[config.mk]
export PLATFORM = sky130hd
export DESIGN_NAME = driver_stream_rx
export DESIGN_NICKNAME = d
export VERILOG_FILES = /design/src/rtl/spirose_drv_pkg.sv /design/src/rtl/driver_stream_rx_beat_counter.sv /design/src/rtl/driver_stream_rx.sv
export SDC_FILE = /design/constraint.sdc
export NUM_CORES = 1
export LEC_CHECK = 0
export ABC_AREA = 1
export CAP_MARGIN = 20
export CORE_MARGIN = 3
export CORE_UTILIZATION = 35
export CTS_CLUSTER_DIAMETER = 40
export DETAILED_ROUTE_END_ITERATION = 8
export GPL_TIMING_DRIVEN = 0
export HOLD_SLACK_MARGIN = 0.02
export PLACE_DENSITY_LB_ADDON = 0.3
export SLEW_MARGIN = 40
export SYNTH_ARGS = -nofsm -noshare
export SYNTH_HDL_FRONTEND = slang
export SYNTH_SLANG_ARGS = --single-unit
export TNS_END_PERCENT = 20
[constraint.sdc]
create_clock -name clk_33 -period 3.6 [get_ports clk_33]
set_clock_uncertainty 0.05 [all_clocks]
set_input_delay 0.9 -clock clk_33 [delete_from_list [all_inputs] [get_ports clk_33]]
set_output_delay 0.9 -clock clk_33 [all_outputs]
set_load 0.02 [all_outputs]
[src/rtl/spirose_drv_pkg.sv]
// Shared constants and types for the LED-driver stream path.
// The framebuffer and driver_stream_rx both size themselves from this package.
package spirose_drv_pkg;

    localparam int MULTIPLEXING   = 8;
    localparam int LED_PER_DRIVER = 16;
    localparam int POKER_MODE     = 9;
    localparam int NB_DRIVERS     = 30;
    localparam int COLORS         = 3;
    localparam int SYNC_TO_DATA   = 2;
    localparam int LATGS_LEN      = 3;

    localparam int COLOR_W = $clog2(COLORS);
    localparam int LED_W   = $clog2(LED_PER_DRIVER);
    localparam int PLANE_W = $clog2(POKER_MODE);
    localparam int COL_W   = $clog2(MULTIPLEXING);
    localparam int ALIGN_W = (SYNC_TO_DATA > 1) ? $clog2(SYNC_TO_DATA) : 1;

    typedef logic [NB_DRIVERS-1:0] drv_lanes_t;

    typedef enum logic [1:0] {
        IDLE   = 2'd0,
        ALIGN  = 2'd1,
        STREAM = 2'd2
    } rx_state_t;

endpackage

[src/rtl/driver_stream_rx_beat_counter.sv]
// Beat position cascade for one slice: color (innermost), led, plane, col (outermost).
// Planes are sent MSB first, so the plane counter runs up while the plane index runs down.
module stream_beat_counter
    import spirose_drv_pkg::*;
(
    input  logic             clk_33,
    input  logic             nrst,
    input  logic             clear_i,
    input  logic             advance_i,
    output logic [COL_W-1:0] col_o,
    output logic             plane_last_o,
    output logic             col_last_o,
    output logic             slice_last_o,
    output logic             lat_window_o
);

    localparam logic [COLOR_W-1:0] COLOR_LAST = COLOR_W'(COLORS - 1);
    localparam logic [LED_W-1:0]   LED_LAST   = LED_W'(LED_PER_DRIVER - 1);
    localparam logic [PLANE_W-1:0] PLANE_LAST = PLANE_W'(POKER_MODE - 1);
    localparam logic [COL_W-1:0]   COL_LAST   = COL_W'(MULTIPLEXING - 1);

    logic [COLOR_W-1:0] color_q, color_d;
    logic [LED_W-1:0]   led_q, led_d;
    logic [PLANE_W-1:0] plane_cnt_q, plane_cnt_d;
    logic [COL_W-1:0]   col_q, col_d;
    logic               led_end;
    logic               final_plane;

    // plane_cnt counts sent planes; the last one sent is bit plane 0 (the LATGS plane)
    assign led_end      = (led_q == LED_LAST);
    assign final_plane  = (plane_cnt_q == PLANE_LAST);
    assign plane_last_o = (color_q == COLOR_LAST) && led_end;
    assign col_last_o   = plane_last_o && final_plane;
    assign slice_last_o = col_last_o && (col_q == COL_LAST);
    assign lat_window_o = led_end && final_plane;
    assign col_o        = col_q;

    always_comb begin
        color_d     = color_q;
        led_d       = led_q;
        plane_cnt_d = plane_cnt_q;
        col_d       = col_q;
        if (clear_i) begin
            color_d     = '0;
            led_d       = '0;
            plane_cnt_d = '0;
            col_d       = '0;
        end else if (advance_i) begin
            if (color_q == COLOR_LAST) begin
                color_d = '0;
                if (led_end) begin
                    led_d = '0;
                    if (final_plane) begin
                        plane_cnt_d = '0;
                        col_d = (col_q == COL_LAST) ? '0 : col_q + 1'b1;
                    end else begin
                        plane_cnt_d = plane_cnt_q + 1'b1;
                    end
                end else begin
                    led_d = led_q + 1'b1;
                end
            end else begin
                color_d = color_q + 1'b1;
            end
        end
    end

    always_ff @(posedge clk_33) begin
        if (!nrst) begin
            color_q     <= '0;
            led_q       <= '0;
            plane_cnt_q <= '0;
            col_q       <= '0;
        end else begin
            color_q     <= color_d;
            led_q       <= led_d;
            plane_cnt_q <= plane_cnt_d;
            col_q       <= col_d;
        end
    end

endmodule

[src/rtl/driver_stream_rx.sv]
// Converts the framebuffer's 30-lane bit-serial stream into LED-driver SIN/SCLK/LAT
// plus the one-hot column select.
//   state  | meaning
//   IDLE   | waiting for sync, outputs quiet, counters at 0
//   ALIGN  | sync seen, counting down to the first data beat
//   STREAM | every cycle is a beat; counters walk the slice
module driver_stream_rx
    import spirose_drv_pkg::*;
(
    input  logic                    clk_33,
    input  logic                    nrst,
    input  drv_lanes_t              data_i,
    input  logic                    sync_i,
    output drv_lanes_t              drv_sin_o,
    output logic                    drv_sclk_en_o,
    output logic                    drv_lat_o,
    output logic [MULTIPLEXING-1:0] mux_sel_o,
    output logic                    slice_done_o,
    output logic                    frame_err_o
);

    localparam logic [ALIGN_W-1:0] ALIGN_INIT = ALIGN_W'(SYNC_TO_DATA - 1);
    localparam logic [COL_W-1:0]   COL_LAST   = COL_W'(MULTIPLEXING - 1);

    rx_state_t               state_q, state_d;
    logic [ALIGN_W-1:0]      align_cnt_q, align_cnt_d;
    drv_lanes_t              drv_sin_q;
    logic                    drv_sclk_en_q;
    logic                    drv_lat_q;
    logic [MULTIPLEXING-1:0] mux_sel_q;
    logic                    slice_done_q;
    logic                    frame_err_q;
    logic                    col_end_q;
    logic [COL_W-1:0]        col_end_idx_q;

    logic             beat;
    logic             abort;
    logic [COL_W-1:0] col;
    logic             plane_last;
    logic             col_last;
    logic             slice_last;
    logic             lat_window;

    assign beat  = (state_q == STREAM);
    // A sync on the final beat of a slice is a clean back-to-back start, not an error
    assign abort = beat && sync_i && !slice_last;

    stream_beat_counter u_beat_counter (
        .clk_33       (clk_33),
        .nrst         (nrst),
        .clear_i      (sync_i || !beat),
        .advance_i    (beat),
        .col_o        (col),
        .plane_last_o (plane_last),
        .col_last_o   (col_last),
        .slice_last_o (slice_last),
        .lat_window_o (lat_window)
    );

    always_comb begin
        state_d     = state_q;
        align_cnt_d = align_cnt_q;
        case (state_q)
            IDLE: begin
                if (sync_i) begin
                    state_d     = ALIGN;
                    align_cnt_d = ALIGN_INIT;
                end
            end
            ALIGN: begin
                if (sync_i) begin
                    align_cnt_d = ALIGN_INIT;
                end else if (align_cnt_q == '0) begin
                    state_d = STREAM;
                end else begin
                    align_cnt_d = align_cnt_q - 1'b1;
                end
            end
            STREAM: begin
                if (sync_i) begin
                    state_d     = ALIGN;
                    align_cnt_d = ALIGN_INIT;
                end else if (slice_last) begin
                    state_d = IDLE;
                end
            end
            default: begin
                state_d     = IDLE;
                align_cnt_d = '0;
            end
        endcase
    end

    // Column select and slice_done trail the column's last beat by one cycle,
    // so they change exactly when LATGS drops at the pins.
    always_ff @(posedge clk_33) begin
        if (!nrst) begin
            state_q       <= IDLE;
            align_cnt_q   <= '0;
            drv_sin_q     <= '0;
            drv_sclk_en_q <= 1'b0;
            drv_lat_q     <= 1'b0;
            mux_sel_q     <= '0;
            slice_done_q  <= 1'b0;
            frame_err_q   <= 1'b0;
            col_end_q     <= 1'b0;
            col_end_idx_q <= '0;
        end else begin
            state_q       <= state_d;
            align_cnt_q   <= align_cnt_d;
            drv_sin_q     <= beat ? data_i : '0;
            drv_sclk_en_q <= beat;
            drv_lat_q     <= beat && (plane_last || lat_window) && !abort;
            col_end_q     <= beat && col_last && !abort;
            col_end_idx_q <= col;
            slice_done_q  <= col_end_q && (col_end_idx_q == COL_LAST);
            frame_err_q   <= frame_err_q || abort;
            if (col_end_q) begin
                mux_sel_q <= MULTIPLEXING'(1) << col_end_idx_q;
            end
        end
    end

    assign drv_sin_o     = drv_sin_q;
    assign drv_sclk_en_o = drv_sclk_en_q;
    assign drv_lat_o     = drv_lat_q;
    assign mux_sel_o     = mux_sel_q;
    assign slice_done_o  = slice_done_q;
    assign frame_err_o   = frame_err_q;

endmodule

After elaboration in Yosys (flattened, before gate mapping):

Cells that the tools add are included.
W data, S select, Z words.

* flip-flop bits (word level): 62
* latch bits: 0
* bits in writable memories: 0
* ROM bits: 0
* bits of input ports: 33
* output and inout bits: 42
* word-level logic and storage cells: 72
* memories: 0

* $add $sub $neg: 5
* $mul: 0
* divide/modulo/power cells: 0
* $lt $le $gt $ge: 0
* equal/unequal tests: 12
* shifts and indexed selects: 1
* mux-type cells: 14
* bitwise operators: 1
* reductions and logical operators: 25

Operator list (number)
* $mux W2: 6
* $logic_and A1 B1 Y1: 11
* $add A4 B1 Y4 const B: 2
* $eq A4 B4 Y1 const B: 2
* $mux W4: 2
* $reduce_and A4 Y1: 2
* $shl A1 B3 Y8 const A: 1
* $eq A3 B3 Y1 const B: 2
* $ne A2 B2 Y1 const B: 3
* $pmux W2 S3: 1
* $eq A2 B2 Y1 const B: 2
* $reduce_and A2 Y1: 2
* $reduce_or A2 Y1: 2
* $add A3 B1 Y3 const B: 1
* $logic_not A1 Y1: 3
* $logic_or A1 B1 Y1: 3
* $mux W1: 3
* $mux W3: 1
* $ne A3 B2 Y1 const B: 1
* $reduce_and A3 Y1: 1
* $add A2 B1 Y2 const B: 1
* $eq A2 B1 Y1 const B: 1
* $logic_not A2 Y1: 1
* $ne A2 B1 Y1 const B: 1
* 3 further kinds: 3

Logic depth before layout (Yosys ltp):

Gate-level depths: netlist (run 1).

* depth after elaboration: 8
* depth in mapped cells: 8
* mapped depth without buffers: 8

By module:

A second synthesis (run 1) with hierarchy kept.

* cell total of the unflattened synthesis: 273
* area total of the unflattened synthesis: 2258.4 um^2

Modules (own cells, without submodules)
* driver_stream_rx: times used 1, cells an instance 175, area each 1531.5 um^2, seq. area each 980.9 um^2
* stream_beat_counter: times used 1, cells an instance 98, area each 726.9 um^2, seq. area each 260.2 um^2

Least setup slack after synthesis (run 1):

Ideal clock, no wire load.

* path type: input to register
* start point: input nrst
* end point: register mux_sel_q[3] (netlist: mux_sel_o[3])
* arrival time: 1.405 ns
* path slack: 2.013 ns
* stages on the path: 4
* buffers on the path: 1
* cell sequence: inv_2 > or2_1 > clkbuf_1 > o32ai_1

RTL lines
* start, declared: RTL line driver_stream_rx.sv:11 `input logic nrst,`
* end signal, assigned: RTL line driver_stream_rx.sv:119 `mux_sel_q <= MULTIPLEXING'(1) << col_end_idx_q;`
* end, declared: RTL line driver_stream_rx.sv:30 `logic [MULTIPLEXING-1:0] mux_sel_q;`

Final worst setup path (run 1):

* start point: register mux_sel_q[7] (netlist: mux_sel_o[7])
* end point: output mux_sel_o[7]

RTL lines
* end, declared: RTL line driver_stream_rx.sv:17 `output logic [MULTIPLEXING-1:0] mux_sel_o,`

No word-level cell between the ends.

==> flow_summary_export.csv, run 1 <==
group,metric,value,unit
synth,yosys_warnings,0,
floorplan,dieArea,7440,um2
cts,cts_buffers,9,
routing,ant_nets,0,
layout,layout.nets,407,
timing,finalSetupViolCount,0,
timing,setup_ws,1.37,ns
layout,fin_util,54.2,%
pwr,p_leak,1.41,nW
synth,syn_nets,323,
timing,rsz0062_at_grt,"false",
cts,clk_latency,0.33,ns
setup_path,cp-start-kind,"flop",
routing,drc,0,
setup_path,r2r_cells,6,
floorplan,core_area,6060,um2
pwr,power.density,424,nW/um2
cts,cts_resized,0,
cts,cts_setup_buffers,0,
setup_path,cp_data_arrival_time,1.28,ns
synth,seq_area_frac_synth,55.1,%
floorplan,row_count,28,
timing,hold_viol,0,
timing,post-route-period-util,62.0,%
grt,antenna_found_initial,0,
synth,synth.distinct_cells,24,
placement,place.gp.congestion,0.754,
setup_path,crit_path_end_kind,"output pin",
setup_path,cp_max_fo,2,
synth,netlist_instances,285,
grt,grt_use_total,13.1,%
placement,io_buffers,73,
routing,viasPerCell,4.30,
hold_path,min_path_type,"reg -> reg",
setup_path,critical_path.top_delay_family,"buffers and inverters",
grt,grt_start_max_net_pins,11,
routing,drtIter0Drc,50,
cts,cts-root-buf,"clkbuf_8",
floorplan,initial_core_util,37.2,%
setup_path,path_depth,1,
synth,ys_ff_latch,62,
cts,cts_buffer_depth,2,
setup_path,max_stage_delay,0.62,ns
floorplan,io_pins,75,
floorplan,fp.dieW,86.2,um
routing,routedWlPerCell,10.4,um
routing,first_pass_iters,4,
floorplan,fp.dieH,86.2,um
grt,grt-ovfl-total,0,
timing,worst_slew_pin_slew,0.387,ns
cts,path_clk_slew,0.06,ns
routing,dr_total_vias,1928,
placement,hpwl,3530,um
timing,setup_tns,0,ns
layout,area_growth,45.8,%
cts,htreeDepth,3,
layout,drive_gt1_share,8.04,%
timing,relSlewSlack,74.1,%
routing,wirelength,4680,um
placement,pre_cts_ws,1.21,ns
timing,clock.fmax,448,MHz
cts,hold_buffers,0,
run_status,outcome,"complete, no violations",
synth,synth_edf_count,0,
grt,grt_pass1_vias,1799,
setup_path,slowest_stage,"clkdlybuf4s50_1",
layout,antenna_cells,0,
synth,synth_top_area_cell,"dfxtp_1",
pwr,ir_drop,0.206,mV
timing,worst_hold_slack,0.401,ns
cts,cts.sinks,62,
synth,syn_area_per_cell,7.91,um2
run,drv_cap,0,
layout,num-fill-cells,572,
synth,yosysTopAreaCellShare,55.1,%
timing,drv_slew,0,
cts,cts_tree,"yes",
setup_path,crit_chain,"clkdlybuf4s50_1",
timing,fin_crit,2.23,ns
synth,syn-cell-area,2250,um2
grt,grt_pass1_wl,7680,um
setup_path,crit_type,"reg -> out",
synth,synth_ff_type,"dfxtp_1",
synth,synth_area_leaders,"dfxtp_1, inv_1, nor2_1, nand2_1, ha_1",
hold_path,hold_depth,2,
setup_path,critPathBufInv,1,
synth,synthArstFlopShare,0,%
setup_path,cp.required,2.65,ns
-- synth_stat cells, types with 2 or more instances --
cell      instances
inv_1            65
dfxtp_1          62
nor2_1           56
nand2_1          42
nand3_1          12
a21oi_1           9
o22ai_1           7
ha_1              5
buf_2             4
inv_2             3
nand4_1           3
o211ai_1          3
nor2_4            2
o21ai_0           2
-- sequential cells by signal (all words and copies together), names as in the netlist, 2 cells and up --
name,flops
u_beat_counter.color_q,2
state_q,2
u_beat_counter.col_o,3
col_end_idx_q,3
u_beat_counter.led_q,4
u_beat_counter.plane_cnt_q,4
mux_sel_o,8
drv_sin_o,30
-- metal layers --
layer	track usage [%]	routed length, um	part of all wire [%]
met1	14.7	1920	41
met2	22.4	2300	49
met3	5.23	407	8.7
met4	5.10	51	1.1
met5	0	0	0
-- layout make-up --
cell class	instances	area, um2	area share [%]
clock inverters	3	42.5	1.29
multi-input cells	149	726	22.1
flip-flops and latches	62	1240	37.8
clock buffers	12	165	5.03
plain buffers	6	31.3	0.952
inverters	68	255	7.77
well taps	75	93.8	2.86
repair buffers	73	731	22.2
-- final timing paths --
check,slack [ns],startpoint,to
hold reg to reg,0.40,u_beat_counter.col_o[2],col_end_idx_q[2]
hold / removal,0.40,u_beat_counter.col_o[2],col_end_idx_q[2]
setup reg to reg,2.11,u_beat_counter.led_q[0],u_beat_counter.plane_cnt_q[1]
setup / recovery,1.37,mux_sel_o[7],mux_sel_o[7]
-- cell families (layout without fill, tap and decap cells) --
| kind of cell | Yosys count | in the layout | share of synthesized area, % |
|---|---|---|---|
| flops | 62 | 62 | 55.1 |
| compound gates | 24 | 24 | 6.38 |
| buf+inv | 74 | 162 | 12.7 |
| fa+ha+maj | 5 | 5 | 2.78 |
| simple gates | 120 | 120 | 23.0 |
-- metrics by stage --
step | area [um2] | total power, W | cells
finish | 3290 | 0.00139 | 448
global route | 3290 | 0.00145 | 448
CTS | 3290 | 0.00141 | 448
detailed placement | 3080 | 0.000781 | 433
global placement | 3080 | 0.000779 | 433
floorplan | 2250 | 0.000735 | 285
-- cells in the final DEF, fill, tap and decap left out, types with 2 or more instances in the layout --
cell type / synthesis / layout
inv_1: 65 / 65
inv_2: 3 / 3
nor2_1: 56 / 56
nand4_1: 3 / 3
o211ai_1: 3 / 3
nor2_4: 2 / 2
clkbuf_8: 0 / 12
a21oi_1: 9 / 9
clkdlybuf4s50_1: 0 / 73
dfxtp_1: 62 / 62
buf_2: 4 / 4
nand3_1: 12 / 12
o22ai_1: 7 / 7
ha_1: 5 / 5
o21ai_0: 2 / 2
nand2_1: 42 / 42
-- where the power goes --
part | internal [W] | switching [W]
Combinational | 0.0000427 | 0.0000277
Sequential | 0.000692 | 0.00000259
Clock | 0.000371 | 0.000256
(Power assumes the default switching activity.)
==> run 2: changes to the inputs <==
- clock period: 3.6 -> 2.08 ns (I/O delays scaled with it)
==> results of run 2 <==
Same layout as run 1 (identical final DEF). Status: complete, no violations.
Main changes from that run: setup slack after placement 1.21 ns -> 0.0717 ns; setup slack after layout 1.37 ns -> 0.228 ns; register-to-register setup slack 2.11 ns -> 0.59 ns; total power 0.00139 W -> 0.00241 W; worst IR drop on VDD 0.206 mV -> 0.357 mV
==> run 3: changes to the inputs <==
- HOLD_SLACK_MARGIN: 0.02 -> unset
==> results of run 3 <==
Same layout as run 1 (identical final DEF). Status: complete, no violations.
Main changes from that run: setup slack after placement 1.21 ns -> 0.0717 ns; setup slack after layout 1.37 ns -> 0.228 ns; register-to-register setup slack 2.11 ns -> 0.59 ns; total power 0.00139 W -> 0.00241 W; worst IR drop on VDD 0.206 mV -> 0.357 mV
